`src/rtl/imem_load_pkg.sv`:
```
// Shared constants for the instruction-memory load path: FSM encoding and frame sizes.
// The pad wrapper and the testbench import the same package.
package imem_load_pkg;

  localparam int ADDR_WIDTH_DEF = 10;
  localparam int DATA_WIDTH_DEF = 40;
  localparam int ADDR_BYTES     = 2;
  localparam int DATA_BYTES_DEF = DATA_WIDTH_DEF / 8;
  localparam int SYNC_BITS      = 10;

  localparam logic [2:0] ST_IDLE    = 3'd0;
  localparam logic [2:0] ST_ADDR_HI = 3'd1;
  localparam logic [2:0] ST_ADDR_LO = 3'd2;
  localparam logic [2:0] ST_DATA    = 3'd3;
  localparam logic [2:0] ST_WRITE   = 3'd4;

  typedef enum logic [2:0] {
    S_IDLE    = ST_IDLE,
    S_ADDR_HI = ST_ADDR_HI,
    S_ADDR_LO = ST_ADDR_LO,
    S_DATA    = ST_DATA,
    S_WRITE   = ST_WRITE
  } load_state_e;

  function automatic logic [15:0] sat_inc16(input logic [15:0] v);
    return (v == 16'hFFFF) ? v : v + 16'd1;
  endfunction

endpackage

```
`src/rtl/imem_load_ctrl_if.sv`:
```
// Instruction-memory write port bundle driven by the load sequencer.
interface imem_load_ctrl_if #(
  parameter int ADDR_WIDTH = 10,
  parameter int DATA_WIDTH = 40
);
  logic [ADDR_WIDTH-1:0] imem_write_adr;
  logic [DATA_WIDTH-1:0] imem_in;
  logic                  imem_write_en;

  modport master (output imem_write_adr, output imem_in, output imem_write_en);
  modport slave  (input  imem_write_adr, input  imem_in, input  imem_write_en);
endinterface

```
`src/rtl/imem_load_ctrl_sync_2ff.sv`:
```
// Parameterised-width two-flop synchroniser for asynchronous pad inputs.
module sync_2ff #(
  parameter int WIDTH = 1
) (
  input  logic             clk_int,
  input  logic             reset_n,
  input  logic [WIDTH-1:0] d,
  output logic [WIDTH-1:0] q
);
  logic [WIDTH-1:0] meta;

  always_ff @(posedge clk_int or negedge reset_n) begin
    if (!reset_n) begin
      meta <= '0;
      q    <= '0;
    end else begin
      meta <= d;
      q    <= meta;
    end
  end
endmodule

```
`src/rtl/imem_load_ctrl.sv`:
```
// MEMLOAD sequencer: synchronises the pad byte interface, assembles address/data
// frames and issues single-cycle imem writes with optional auto-increment bursts.
//
// state    | meaning
// IDLE     | not in MEMLOAD mode, outputs hold
// ADDR_HI  | waiting for address high byte (only low bits used)
// ADDR_LO  | waiting for address low byte
// DATA     | shifting in data bytes, MSB first
// WRITE    | one-cycle write pulse, then burst or new header
module imem_load_ctrl
  import imem_load_pkg::*;
#(
  parameter int ADDR_WIDTH = ADDR_WIDTH_DEF,
  parameter int DATA_WIDTH = DATA_WIDTH_DEF,
  parameter int DATA_BYTES = DATA_WIDTH / 8
) (
  input  logic              clk_int,
  input  logic              reset_n,
  input  logic              mode_memload,
  input  logic              byte_clk,
  input  logic              byte_stream,
  input  logic [7:0]        byte_in,
  imem_load_ctrl_if.master  imem,
  output logic              load_busy,
  output logic              load_error,
  output logic              addr_wrapped,
  output logic [15:0]       word_count
);
  localparam int CNT_W = $clog2(DATA_BYTES + 1);

  logic [SYNC_BITS-1:0]  sync_q;
  logic                  bclk_s;
  logic                  stream_s;
  logic [7:0]            byte_s;
  logic                  bclk_d;
  logic                  byte_stb;

  load_state_e           state_q, state_nxt;
  logic [ADDR_WIDTH-1:0] addr_q;
  logic [DATA_WIDTH-1:0] data_sr;
  logic [CNT_W-1:0]      byte_cnt;
  logic                  in_burst_q;
  logic [ADDR_WIDTH-1:0] wr_adr_q;
  logic [DATA_WIDTH-1:0] wr_data_q;

  logic clr_sticky, set_err, cap_hi, cap_lo, cap_data, load_word, do_write, do_inc;

  sync_2ff #(.WIDTH(SYNC_BITS)) u_sync (
    .clk_int (clk_int),
    .reset_n (reset_n),
    .d       ({byte_clk, byte_stream, byte_in}),
    .q       (sync_q)
  );

  assign bclk_s   = sync_q[9];
  assign stream_s = sync_q[8];
  assign byte_s   = sync_q[7:0];

  // One strobe per rising edge regardless of how long byte_clk stays high.
  assign byte_stb = bclk_s & ~bclk_d & mode_memload;

  always_comb begin
    state_nxt  = state_q;
    clr_sticky = 1'b0;
    set_err    = 1'b0;
    cap_hi     = 1'b0;
    cap_lo     = 1'b0;
    cap_data   = 1'b0;
    load_word  = 1'b0;
    do_write   = 1'b0;
    do_inc     = 1'b0;
    case (state_q)
      S_IDLE: begin
        if (mode_memload) begin
          state_nxt  = S_ADDR_HI;
          clr_sticky = 1'b1;
        end
      end
      S_ADDR_HI: begin
        if (!mode_memload) begin
          state_nxt = S_IDLE;
          set_err   = in_burst_q;
        end else if (byte_stb) begin
          cap_hi    = 1'b1;
          state_nxt = S_ADDR_LO;
        end
      end
      S_ADDR_LO: begin
        if (!mode_memload) begin
          state_nxt = S_IDLE;
          set_err   = 1'b1;
        end else if (byte_stb) begin
          cap_lo    = 1'b1;
          state_nxt = S_DATA;
        end
      end
      S_DATA: begin
        if (!mode_memload) begin
          state_nxt = S_IDLE;
          set_err   = 1'b1;
        end else if (byte_stb) begin
          cap_data = 1'b1;
          if (byte_cnt == CNT_W'(DATA_BYTES - 1)) begin
            load_word = 1'b1;
            state_nxt = S_WRITE;
          end
        end
      end
      S_WRITE: begin
        do_write = 1'b1;
        if (!mode_memload) begin
          state_nxt = S_IDLE;
        end else if (stream_s) begin
          do_inc    = 1'b1;
          state_nxt = S_DATA;
        end else begin
          state_nxt = S_ADDR_HI;
        end
      end
      default: state_nxt = S_IDLE;
    endcase
  end

  always_ff @(posedge clk_int or negedge reset_n) begin
    if (!reset_n) begin
      state_q      <= S_IDLE;
      bclk_d       <= 1'b0;
      addr_q       <= '0;
      data_sr      <= '0;
      byte_cnt     <= '0;
      in_burst_q   <= 1'b0;
      wr_adr_q     <= '0;
      wr_data_q    <= '0;
      load_error   <= 1'b0;
      addr_wrapped <= 1'b0;
      word_count   <= '0;
    end else begin
      state_q <= state_nxt;
      bclk_d  <= bclk_s;

      if (clr_sticky) begin
        load_error   <= 1'b0;
        addr_wrapped <= 1'b0;
        word_count   <= '0;
      end
      if (set_err)
        load_error <= 1'b1;

      if (cap_hi)
        addr_q[ADDR_WIDTH-1:8] <= byte_s[ADDR_WIDTH-9:0];
      if (cap_lo)
        addr_q[7:0] <= byte_s;

      if (cap_lo || do_write)
        byte_cnt <= '0;
      else if (cap_data)
        byte_cnt <= byte_cnt + CNT_W'(1);

      if (cap_data)
        data_sr <= DATA_WIDTH'({data_sr, byte_s});

      // Output copies only change on a completed word, so the write port is
      // steady across the pulse and the following burst address bump.
      if (load_word) begin
        wr_adr_q  <= addr_q;
        wr_data_q <= DATA_WIDTH'({data_sr, byte_s});
      end

      if (do_write)
        word_count <= sat_inc16(word_count);

      if (do_inc) begin
        addr_q <= addr_q + ADDR_WIDTH'(1);
        if (&addr_q)
          addr_wrapped <= 1'b1;
      end

      if (state_q == S_IDLE || cap_hi)
        in_burst_q <= 1'b0;
      else if (do_inc)
        in_burst_q <= 1'b1;
    end
  end

  assign imem.imem_write_adr = wr_adr_q;
  assign imem.imem_in        = wr_data_q;
  assign imem.imem_write_en  = (state_q == S_WRITE);
  assign load_busy           = (state_q != S_IDLE);

endmodule

```
`src/flat_wrapper.sv`:
```
// flat-port wrapper written by rule: the top's interface ports become plain ports
module imem_load_ctrl_flat import imem_load_pkg::*;
#(
  parameter int ADDR_WIDTH = ADDR_WIDTH_DEF,
  parameter int DATA_WIDTH = DATA_WIDTH_DEF,
  parameter int DATA_BYTES = DATA_WIDTH / 8
)
  (clk_int, reset_n, mode_memload, byte_clk, byte_stream, byte_in, load_busy, load_error, addr_wrapped, word_count, imem_imem_write_adr, imem_imem_in, imem_imem_write_en);
  imem_load_ctrl_if #(.ADDR_WIDTH(ADDR_WIDTH), .DATA_WIDTH(DATA_WIDTH)) imem_i ();
  input  logic clk_int;
  input  logic reset_n;
  input  logic mode_memload;
  input  logic byte_clk;
  input  logic byte_stream;
  input  logic [7:0] byte_in;
  output logic load_busy;
  output logic load_error;
  output logic addr_wrapped;
  output logic [15:0] word_count;
  output wire logic [$bits(imem_i.imem_write_adr)-1:0] imem_imem_write_adr;
  output wire logic [$bits(imem_i.imem_in)-1:0] imem_imem_in;
  output wire logic [$bits(imem_i.imem_write_en)-1:0] imem_imem_write_en;
  assign imem_imem_write_adr = imem_i.imem_write_adr;
  assign imem_imem_in = imem_i.imem_in;
  assign imem_imem_write_en = imem_i.imem_write_en;
  imem_load_ctrl #(.ADDR_WIDTH(ADDR_WIDTH), .DATA_WIDTH(DATA_WIDTH), .DATA_BYTES(DATA_BYTES)) u_core (.clk_int(clk_int), .reset_n(reset_n), .mode_memload(mode_memload), .byte_clk(byte_clk), .byte_stream(byte_stream), .byte_in(byte_in), .imem(imem_i), .load_busy(load_busy), .load_error(load_error), .addr_wrapped(addr_wrapped), .word_count(word_count));
endmodule
```
`config.mk`:
```
export PLATFORM = sky130hd
export DESIGN_NAME = imem_load_ctrl_flat
export DESIGN_NICKNAME = d
export VERILOG_FILES = /design/src/rtl/imem_load_pkg.sv /design/src/rtl/imem_load_ctrl_if.sv /design/src/rtl/imem_load_ctrl_sync_2ff.sv /design/src/rtl/imem_load_ctrl.sv /design/src/flat_wrapper.sv
export SDC_FILE = /design/constraint.sdc
export NUM_CORES = 1
export LEC_CHECK = 0
export ABC_AREA = 1
export ABC_CLOCK_PERIOD_IN_PS = 3100
export CAP_MARGIN = 20
export CORE_MARGIN = 8
export CORE_UTILIZATION = 50
export CTS_BUF_LIST = sky130_fd_sc_hd__clkbuf_8
export DETAILED_ROUTE_END_ITERATION = 10
export PLACE_DENSITY_LB_ADDON = 0.2
export SLEW_MARGIN = 20
export SYNTH_ARGS = -nofsm -noshare
export SYNTH_HDL_FRONTEND = slang
export SYNTH_HIERARCHICAL = 1
export SYNTH_SLANG_ARGS = --single-unit
```
`constraint.sdc`:
```
create_clock -name clk_int -period 3.1 [get_ports clk_int]
set_clock_uncertainty 0.2 [all_clocks]
set_input_delay 0.62 -clock clk_int [delete_from_list [all_inputs] [get_ports clk_int]]
set_output_delay 0.62 -clock clk_int [all_outputs]
set_load 0.02 [all_outputs]
```
==> qor.csv <==
stage,metric,value,unit
global_routing,vias in the first global route,4381,
synth,sequential share of the synthesized area,60.8,%
sta,RSZ-0062 raised after global routing,no,
setup_path,Crit Path Class,flip-flop to primary output,
clocking,Resized cells post-CTS,0,
sta,highest clock rate,0.357,GHz
setup_path,worst r2r path cells,8,
sta,Tmin final,2.80,ns
setup_path,critical path's slowest cell,clkdlybuf4s50_1,
setup_path,worst r2r src,u_core/byte_cnt[0],
layout,most frequent cells in the layout,"nand2_1 (170), dfrtp_1 (138), clkdlybuf4s50_1 (81)",
place,IO buf count,82,
floorplan,Cell Rows,39,
synth,syn_nets,640,
setup_path,WP data arrival,1.98,ns
clocking,Clock Sinks,138,
synth,Synth Warn #,6,
floorplan,total core area,11300,sq um
pwr,pwr dens,586,nW/um^2
synth,count of cell types in the netlist,29,
sta,Slew @ Worst Pin,0.596,ns
synth,ys async rst share,100,%
sta,Setup TNS,0,ns
flow_run,max_cap viols,0,
clocking,CTS buffer count,17,
floorplan,DIE AREA,15000,sq um
setup_path,reg2reg end,u_core/imem.imem_in[17],
synth,mapped cell area,5680,sq um
layout,"commonest non-fill, non-tap cell in the layout",nand2_1,
synth,"Primary FF master, synth",dfrtp_1,
sta,crit share post-route,90.4,%
layout,"Design Area, Final",7050,sq um
setup_path,Setup crit start,u_core/state_q[1],
setup_path,peak per-stage delay on the critical path,0.61,ns
layout,synthesis-to-finish area growth,24.1,%
clocking,TritonCTS clock tree,built,
status,status,finished clean,
global_routing,initial antenna violation count,0,
clocking,clock buffer depth,2,
pwr,Leakage,3.19,nW
route,Vias,4496,
route,initial drt markers,384,
setup_path,CP Capture Point,imem_imem_write_en,
layout,Nets,728,
global_routing,total congestion overflow,0,
global_routing,largest net degree at the start of global routing,66,
route,Via density,5.19,
clocking,"Clk pin slew, worst setup/hold paths",0.07,ns
route,final WL,12.6,mm
global_routing,first-pass GRT wire length,21.1,mm
synth,syn avg cell area,9.12,sq um
floorplan,Initial Utilization,50.4,%
setup_path,CP Capture Type,primary output,
sta,Max-slew headroom,60.3,%
sta,Slew Limit Fails,0,
setup_path,Startpoint Class,flip-flop,
pwr,VDD IR max,0.402,mV
place,GP Congestion,0.913,
floorplan,Die Width,123,um
route,drt first pass iters,5,
setup_path,crit-path max FO,10,
setup_path,Worst EP required,2.28,ns
global_routing,gr usage total,17.9,%
floorplan,Die H,123,um
setup_path,critical-path cell list,nor2_2 -> nand2_2 -> inv_1 -> clkdlybuf4s50_1,
sta,"Setup violations, final",0,
floorplan,I/O Pins,83,
synth,#FFs+latches synth,138,
clocking,CTS root buffer,clkbuf_8,
route,DR WL/cell,14.6,um
route,Remaining DRCs,0,
sta,number of hold violations in the final report,0,
clocking,H-tree depth,4,
layout,ratio of cells with drive above 1 in the final layout,7.73,%
synth,Synth Instances,623,
layout,fillcell total,994,
hold_path,Hold/Removal Path Class,flip-flop to flip-flop,
route,ANT nets after route,0,
place,final HPWL from detailed placement,9.02,mm
place,DP Area,6640,sq um
clocking,Clock Latency Late Sink,0.44,ns
setup_path,reg2reg setup slack,0.88,ns
layout,Antenna Cells,0,
synth,"EDFF count, synth",0,
## timing repair
action                    in CTS  in global routing
hold endpoints to repair      61                  0
hold buffers                   1                  0
buffers inserted               0                  0
## routing by layer
layer,share of wire [%],track usage (%)
met1,45,23.0
met2,47,27.6
met3,6.2,5.29
met4,1.8,7.69
met5,0,0
## where the power goes
part | total (mW) | switching [mW] | leakage (nW) | internal, mW
Combinational | 0.545 | 0.356 | 1.12 | 0.189
Sequential | 2.11 | 0.140 | 1.86 | 1.97
Clock | 1.47 | 0.668 | 0.215 | 0.806
## cells in the mapped netlist, types with 4 or more instances
| cell | count | area share (%) |
|---|---|---|
| o21ai_1 | 39 | 3.4 |
| buf_2 | 13 | 1.1 |
| nor2_1 | 26 | 1.7 |
| o211ai_1 | 4 | 0.53 |
| dfrtp_1 | 138 | 61 |
| inv_1 | 66 | 4.4 |
| o21ai_0 | 65 | 5.7 |
| xor2_1 | 5 | 0.77 |
| nand4_1 | 9 | 0.99 |
| inv_2 | 4 | 0.26 |
| nand3_1 | 43 | 3.8 |
| nor3_1 | 5 | 0.44 |
| or2_2 | 4 | 0.44 |
| ha_1 | 4 | 0.88 |
| nand2_1 | 170 | 11 |
| clkbuf_1 | 4 | 0.26 |
## worst min-delay path by stage
stage,from,endpoint,slack (ns),cells after the start
floorplan,reset_n,u_core/addr_q[0],0.12,0
detailed placement,u_core/u_sync/meta[5],u_core/u_sync/q[5],0.13,0
global route,u_core/u_sync/meta[5],u_core/u_sync/q[5],0.15,0
finish,u_core/u_sync/meta[5],u_core/u_sync/q[5],0.15,0
global placement,u_core/u_sync/meta[6],u_core/u_sync/q[6],0.13,0
CTS,u_core/u_sync/meta[5],u_core/u_sync/q[5],0.15,0
## stage by stage
stage | utilization (%) | setup slack [ns] | power, mW | cells | hold slack [ns]
CTS | 62.6 | 0.257 | 4.18 | 867 | 0.147
global route | 62.6 | 0.191 | 4.36 | 867 | 0.150
detailed placement | 58.9 | 0.555 | 2.69 | 834 | 0.135
finish | 62.6 | 0.297 | 4.13 | 867 | 0.148
global placement | 58.9 | 0.615 | 2.66 | 834 | 0.133
floorplan | - | 1.24 | 2.48 | 623 | 0.124
## state kept, by name (all words and copies together), names as in the netlist
| signal | cells |
|---|---|
| u_core/addr_wrapped | 1 |
| u_core/u_sync/meta | 10 |
| u_core/word_count | 16 |
| u_core/state_q | 3 |
| u_core/byte_cnt | 3 |
| u_core/imem.imem_write_adr | 10 |
| u_core/bclk_d | 1 |
| u_core/u_sync/q | 10 |
| u_core/in_burst_q | 1 |
| u_core/load_error | 1 |
| u_core/data_sr | 32 |
| u_core/imem.imem_in | 40 |
| u_core/addr_q | 10 |
## logic make-up (layout without fill, tap and decap cells)
logic type      after synthesis  in the layout  synth area share, %
buf+inv                      92            193                 6.80
flops                       138            138                 60.8
simple gates                267            267                 20.0
xor+xnor                      5              5                0.771
fa+ha+maj                     4              4                0.881
compound gates              117            117                 10.8
## area by class of cell
type                            instances  area, sq um  share of cell area, %
Tap cell                              143          179                   2.54
Sequential cell                       138         3450                   49.0
Multi-Input combinational cell        393         1850                   26.2
Timing Repair Buffer                   91          905                   12.8
Clock inverter                         14          156                   2.22
Inverter                               70          263                   3.73
Clock buffer                           18          248                   3.51
## critical path, delay by kind of cell (launching register included)
family | cells | cell delay [ns]
simple gates | 2 | 0.36
flops | 1 | 0.46
buf+inv | 2 | 0.73
No activity file was read; power rests on OpenSTA's default activity.
